## config.mk

```make
export PLATFORM = sky130hd
export DESIGN_NAME = alu_share_sched
export DESIGN_NICKNAME = d
export VERILOG_FILES = /design/src/rtl/alu_share_sched.sv
export SDC_FILE = /design/constraint.sdc
export NUM_CORES = 1
export LEC_CHECK = 0
export CAP_MARGIN = 20
export CORE_ASPECT_RATIO = 0.7
export CORE_MARGIN = 1.5
export CORE_UTILIZATION = 39
export CTS_CLUSTER_DIAMETER = 50
export DETAILED_ROUTE_END_ITERATION = 7
export PLACE_DENSITY = 0.81
export REMOVE_ABC_BUFFERS = 1
export SLEW_MARGIN = 20
export SYNTH_ARGS = -nofsm -noshare
export SYNTH_HDL_FRONTEND = slang
export SYNTH_SLANG_ARGS = --single-unit
export TNS_END_PERCENT = 5
```

## constraint.sdc

```tcl
create_clock -name clk -period 3.18 [get_ports clk]
set_input_delay 0.954 -clock clk [delete_from_list [all_inputs] [get_ports clk]]
set_output_delay 0.954 -clock clk [all_outputs]
set_load 0.02 [all_outputs]
```

## src/rtl/alu_share_sched.sv

```systemverilog
// alu_share_sched: round-robin scheduler that time-shares one registered
// 32-bit ALU (1-cycle latency) between two requesters. It latches the winning
// operands, lets the ALU sample them, captures the flags and holds the
// response until the owner consumes it. Only one operation is in flight at a time.
// Optional feature: define ALU_SHARE_STATS_EN to add per-requester grant
// counters (gnt0_cnt, gnt1_cnt).
module alu_share_sched #(
  parameter int DATA_W = 32,
  parameter int CTRL_W = 4
`ifdef ALU_SHARE_STATS_EN
  , parameter int CNT_W = 16
`endif
) (
  input  logic              clk,
  input  logic              rst,
  input  logic              req0_valid,
  output logic              req0_ready,
  input  logic [DATA_W-1:0] req0_src1,
  input  logic [DATA_W-1:0] req0_src2,
  input  logic [CTRL_W-1:0] req0_ctrl,
  input  logic              req1_valid,
  output logic              req1_ready,
  input  logic [DATA_W-1:0] req1_src1,
  input  logic [DATA_W-1:0] req1_src2,
  input  logic [CTRL_W-1:0] req1_ctrl,
  output logic              rsp0_valid,
  input  logic              rsp0_ready,
  output logic              rsp1_valid,
  input  logic              rsp1_ready,
  output logic [DATA_W-1:0] rsp_result,
  output logic              rsp_zero,
  output logic              rsp_cout,
  output logic              rsp_ovf,
  output logic              alu_rst_n,
  output logic [DATA_W-1:0] alu_src1,
  output logic [DATA_W-1:0] alu_src2,
  output logic [CTRL_W-1:0] alu_ctrl,
  input  logic [DATA_W-1:0] alu_result,
  input  logic              alu_zero,
  input  logic              alu_cout,
  input  logic              alu_ovf
`ifdef ALU_SHARE_STATS_EN
  , output logic [CNT_W-1:0] gnt0_cnt
  , output logic [CNT_W-1:0] gnt1_cnt
`endif
);

  typedef enum logic [1:0] {IDLE, ISSUE, WAIT, RESP} state_t;

  state_t              state_q, state_d;
  logic                owner_q, owner_d;
  logic                prio_q, prio_d;
  logic                rsp0_valid_q, rsp0_valid_d;
  logic                rsp1_valid_q, rsp1_valid_d;
  logic [DATA_W-1:0]   rsp_result_q, rsp_result_d;
  logic                rsp_zero_q, rsp_zero_d;
  logic                rsp_cout_q, rsp_cout_d;
  logic                rsp_ovf_q, rsp_ovf_d;
  logic [DATA_W-1:0]   alu_src1_q, alu_src1_d;
  logic [DATA_W-1:0]   alu_src2_q, alu_src2_d;
  logic [CTRL_W-1:0]   alu_ctrl_q, alu_ctrl_d;
  logic                grant;
  logic                own_ready;

  // Winner when both request is the priority pointer, otherwise the lone requester.
  assign grant     = (req0_valid && req1_valid) ? prio_q : req1_valid;
  assign own_ready = owner_q ? rsp1_ready : rsp0_ready;

  // Next-state, arbitration and capture logic.
  always_comb begin
    state_d      = state_q;
    owner_d      = owner_q;
    prio_d       = prio_q;
    rsp0_valid_d = rsp0_valid_q;
    rsp1_valid_d = rsp1_valid_q;
    rsp_result_d = rsp_result_q;
    rsp_zero_d   = rsp_zero_q;
    rsp_cout_d   = rsp_cout_q;
    rsp_ovf_d    = rsp_ovf_q;
    alu_src1_d   = alu_src1_q;
    alu_src2_d   = alu_src2_q;
    alu_ctrl_d   = alu_ctrl_q;
    req0_ready   = 1'b0;
    req1_ready   = 1'b0;
    case (state_q)
      IDLE: begin
        // Ready is suppressed during reset so nothing is accepted on a reset edge.
        if ((req0_valid || req1_valid) && !rst) begin
          req0_ready = ~grant;
          req1_ready = grant;
          owner_d    = grant;
          alu_src1_d = grant ? req1_src1 : req0_src1;
          alu_src2_d = grant ? req1_src2 : req0_src2;
          alu_ctrl_d = grant ? req1_ctrl : req0_ctrl;
          state_d    = ISSUE;
        end
      end
      ISSUE: state_d = WAIT;
      WAIT: begin
        rsp_result_d = alu_result;
        rsp_zero_d   = alu_zero;
        rsp_cout_d   = alu_cout;
        rsp_ovf_d    = alu_ovf;
        if (owner_q) rsp1_valid_d = 1'b1;
        else         rsp0_valid_d = 1'b1;
        state_d = RESP;
      end
      RESP: begin
        if (own_ready) begin
          rsp0_valid_d = 1'b0;
          rsp1_valid_d = 1'b0;
          prio_d       = ~owner_q;
          state_d      = IDLE;
        end
      end
      default: state_d = IDLE;
    endcase
  end

  // State and datapath registers; reset discards any in-flight operation.
  always_ff @(posedge clk) begin
    if (rst) begin
      state_q      <= IDLE;
      owner_q      <= 1'b0;
      prio_q       <= 1'b0;
      rsp0_valid_q <= 1'b0;
      rsp1_valid_q <= 1'b0;
      rsp_result_q <= '0;
      rsp_zero_q   <= 1'b0;
      rsp_cout_q   <= 1'b0;
      rsp_ovf_q    <= 1'b0;
      alu_src1_q   <= '0;
      alu_src2_q   <= '0;
      alu_ctrl_q   <= '0;
    end else begin
      state_q      <= state_d;
      owner_q      <= owner_d;
      prio_q       <= prio_d;
      rsp0_valid_q <= rsp0_valid_d;
      rsp1_valid_q <= rsp1_valid_d;
      rsp_result_q <= rsp_result_d;
      rsp_zero_q   <= rsp_zero_d;
      rsp_cout_q   <= rsp_cout_d;
      rsp_ovf_q    <= rsp_ovf_d;
      alu_src1_q   <= alu_src1_d;
      alu_src2_q   <= alu_src2_d;
      alu_ctrl_q   <= alu_ctrl_d;
    end
  end

  assign rsp0_valid = rsp0_valid_q;
  assign rsp1_valid = rsp1_valid_q;
  assign rsp_result = rsp_result_q;
  assign rsp_zero   = rsp_zero_q;
  assign rsp_cout   = rsp_cout_q;
  assign rsp_ovf    = rsp_ovf_q;
  assign alu_src1   = alu_src1_q;
  assign alu_src2   = alu_src2_q;
  assign alu_ctrl   = alu_ctrl_q;
  assign alu_rst_n  = ~rst;

`ifdef ALU_SHARE_STATS_EN
  logic [1:0] accept;
  assign accept = {req1_ready, req0_ready};

  for (genvar gi = 0; gi < 2; gi++) begin : g_cnt
    logic [CNT_W-1:0] cnt_q;
    // Grant counter: counts accepts of requester gi, wraps naturally.
    always_ff @(posedge clk) begin
      if (rst)             cnt_q <= '0;
      else if (accept[gi]) cnt_q <= cnt_q + CNT_W'(1);
    end
  end

  assign gnt0_cnt = g_cnt[0].cnt_q;
  assign gnt1_cnt = g_cnt[1].cnt_q;
`endif

endmodule

```

==> summary.txt <==
Finish
  • P&R area growth vs syn: 59.9%
  • Fillers: 1056
  • Layout cell share with drive strength beyond 1: 8.98%
  • Multi-input logic area: 0.00268 sq mm
  • Register area: 0.00218 sq mm
  • Nets@finish: ~1000
  • Diode count: 0
  • Layout Cells excl Fill: 968
  • Fin util: 63.6%

Clock network
  • Bufs on Longest Clock Path: 2
  • Clock Latency Late Sink: roughly 340 ps
  • # clock sinks: 109
  • CTS tree: yes
  • Cts hold-fix bufs: 0
  • Num CTS Buffers: 9
  • Setup repair bufs after CTS: 0
  • Clock Pin Slew Worst Setup and Hold Paths: approximately 70 ps
  • H-tree depth: 3
  • Root Driver: clkbuf_16

Logic synthesis
  • Post-synthesis async set-or-reset flop share: 0%
  • Compound-Gate Fraction of Synth Area: 29.8%
  • Largest family of logic cells by synthesized area: compound AO/OA/AOI/OAI gates
  • Avg Cell Area, Syn: about 9.3 sq um
  • Mux cell area share after synthesis: slightly above 7%
  • Post-synth EDFFs: 0
  • Mapped Area: between 0.005 and 0.006 sq mm
  • Seq/Total Area, Yosys: a little over two fifths
  • Ys Warns: 0
  • Adder-cell share of the synthesized area: 0.721%
  • Synth Area in Simple Gates: 13.7%
  • Synth Area in XOR/XNOR: 0%
  • Post-synthesis cell count: 558
  • Top_reg_cell synth: dfxtp_1
  • Synth cell types: 30
  • Yosys reg bits: 109

Timing
  • Final setup fails: 0
  • Max-slew violation count: 0
  • Slew headroom: between 20 and 30%
  • Worst clock skew: 14.9 ps
  • Final Cycle Share: 97.8%
  • Unrepaired setup endpoints after global routing: no
  • Max Fclk: 321 MHz
  • Worst-Margin Slew: roughly 1100 ps
  • Minimum clock period after layout: 3110 ps
  • Final hold viol count: 0

Min path
  • Hold crit path type: reg2reg

Setup path
  • Setup CP Type: in2out
  • Element type at the critical path end: primary output
  • Largest delay contributor family on the critical path: buffers and inverters
  • Max stage delay on crit path: roughly 420 ps
  • Crit-path cells: clkdlybuf4s50_1, nor2b_4, or4_4, inv_1, buf_2
  • Worst setup SP type: input port
  • Arr. time, crit path: 2160 ps
  • Slowest cell on crit path: clkdlybuf4s50_1
  • Critical path buffers and inverters: 3
  • Worst EP required: 2230 ps
  • CP Max Fanout: 2

Pwr
  • Power per cell area: 706 mW/mm^2
  • Pleak: 0.00276 uW
  • Worst VDD drop: 0.604 mV

Run
  • MaxCap Viol Count: 0

Routing
  • TritonRoute pass-1 iters: 4
  • Antenna viol nets, final: 0
  • DRT iter0 DRCs: between 200 and 250
  • DR vias/cell: 5.67
  • DR WL/cell: 18.2 microns
  • DR DRC count: 0
  • Total number of vias: ~5500
  • WL final: 17.6 mm

Floorplanning
  • Rows: 35
  • Initial Util: between 30% and 40%
  • Die X: 141 microns
  • Die Height: 99.7 microns
  • Die Footprint: around 0.014 sq mm
  • Core Area: 0.0131 sq mm
  • Top Ports: 285

Global routing
  • Total gr overflow: 0
  • GRT Overall Usage: 24.0%
  • Initial antenna violation count: 0
  • First-pass GRT wire length: 27.3 mm
  • Largest net degree at the start of global routing: 137
  • Vias in the first global route: around 5400

Place
  • GP Congestion: 0.793
  • PortBufs: 284
  • Detailed placement HPWL: 11.8 mm
  • Placed insts: roughly 950

Outcome
  • Status: complete, no violations
per-layer routing:
metal	wire length (microns)	vias up	GRT usage [%]
met2	8270	248	41.3
met5	0	-	0
met3	1410	38	6.79
met1	7450	2639	28.7
li1	-	2560	-
met4	493	0	8.81
final timing paths:
check                              startpoint  slack (ps)            end  cells after the start
worst max-delay path               req0_valid          70     req1_ready                      5
worst max register to register         prio_q        1030   alu_src2[19]                      5
worst min register to register  rsp_result[3]         500  rsp_result[3]                      2
worst min-delay path            rsp_result[3]         500  rsp_result[3]                      2
per-stage QoR:
| stage | setup TNS [ps] | instance area [sq um] | hold slack [ps] | setup WS [ps] | power [uW] |
|---|---|---|---|---|---|
| after floorplan | -67230 | 4880 | 468 | -1880 | 3510 |
| after global placement | -434 | 8040 | 473 | -377 | 4710 |
| after detailed placement | -496 | 8040 | 483 | -381 | 4800 |
| after CTS | 0 | 8330 | 504 | 63.6 | 5920 |
| after global routing | 0 | 8330 | 523 | 7.27 | 6190 |
| final | 0 | 8330 | 501 | 68.8 | 5880 |
state kept, by name, summed over array words and instances, names as in the netlist:
name	cells
alu_src1	32
rsp0_valid	1
owner_q	1
rsp1_valid	1
state_q	2
rsp_result	32
alu_src2	32
alu_ctrl	4
rsp_zero	1
prio_q	1
rsp_cout	1
rsp_ovf	1
area by class of cell:
cell class	count	area share (%)
timing repair buffer	297	35.3
multi-input combinational	373	32.2
sequential	109	26.2
clock buffer	10	2.87
tap	166	2.49
clock inverter	6	0.631
inverter	7	0.316
placed cells by master, fill, tap and decap left out, drive strengths merged:
| cell type | count |
|---|---|
| clkdlybuf4s50 | 280 |
| dfxtp | 109 |
| a21oi | 72 |
| o21ai | 71 |
| nand3b | 68 |
| a311oi | 68 |
| mux2i | 37 |
| nor2 | 37 |
| buf | 17 |
| inv | 11 |
| clkbuf | 10 |
| nand2 | 4 |
| ha | 3 |
| nand2b | 2 |
| o211ai | 2 |
| nor2b | 1 |
| or4 | 1 |
| o21bai | 1 |
| and2 | 1 |
| o21ba | 1 |
| a22oi | 1 |
| a211o | 1 |
| o211a | 1 |
| a2bb2oi | 1 |
| clkinv | 1 |
| clkinvlp | 1 |
synthesized netlist by cell type (2+ instances only):
| master | count | area share [%] |
|---|---|---|
| nand2_1 | 4 | 0.29 |
| dfxtp_1 | 109 | 42 |
| ha_1 | 3 | 0.72 |
| a311oi_2 | 20 | 5.8 |
| nand3b_1 | 68 | 9.8 |
| o21ai_0 | 71 | 6.8 |
| nand2b_1 | 2 | 0.24 |
| buf_4 | 3 | 0.43 |
| a311oi_1 | 48 | 8.1 |
| buf_2 | 21 | 2.0 |
| inv_1 | 6 | 0.43 |
| a21oi_1 | 61 | 5.9 |
| a21oi_2 | 11 | 1.9 |
| mux2i_1 | 37 | 7.1 |
| buf_6 | 3 | 0.65 |
| o211ai_1 | 2 | 0.29 |
| clkbuf_1 | 41 | 3.0 |
| nor2_1 | 36 | 2.6 |
cell families (layout without fill, tap and decap cells):
kind of cell / Yosys count / after routing
DFF: 109 / 109
buffers and inverters: 76 / 320
AOI/OAI and AO/OA: 219 / 219
and+or+nand+nor: 114 / 114
muxes: 37 / 37
adders and majority gates: 3 / 3
repair_timing:
item	4_1_cts	5_1_grt
gates resized for setup	5	0
endpoints found under the hold margin	0	0
setup endpoints to repair	2	0
power by group:
part           switching, uW  internal [uW]
Sequential               202           1720
Clock                    543            570
Combinational           1540           1310
Total                   2280           3600
worst register-to-register path, cell delays in order (launching register included):
cell      delay [ps]
dfxtp_1          360
nor2b_4          130
buf_4            110
buf_4            700
o21ai_0          390
a311oi_1         360
Power figures use the tool's default switching activity.
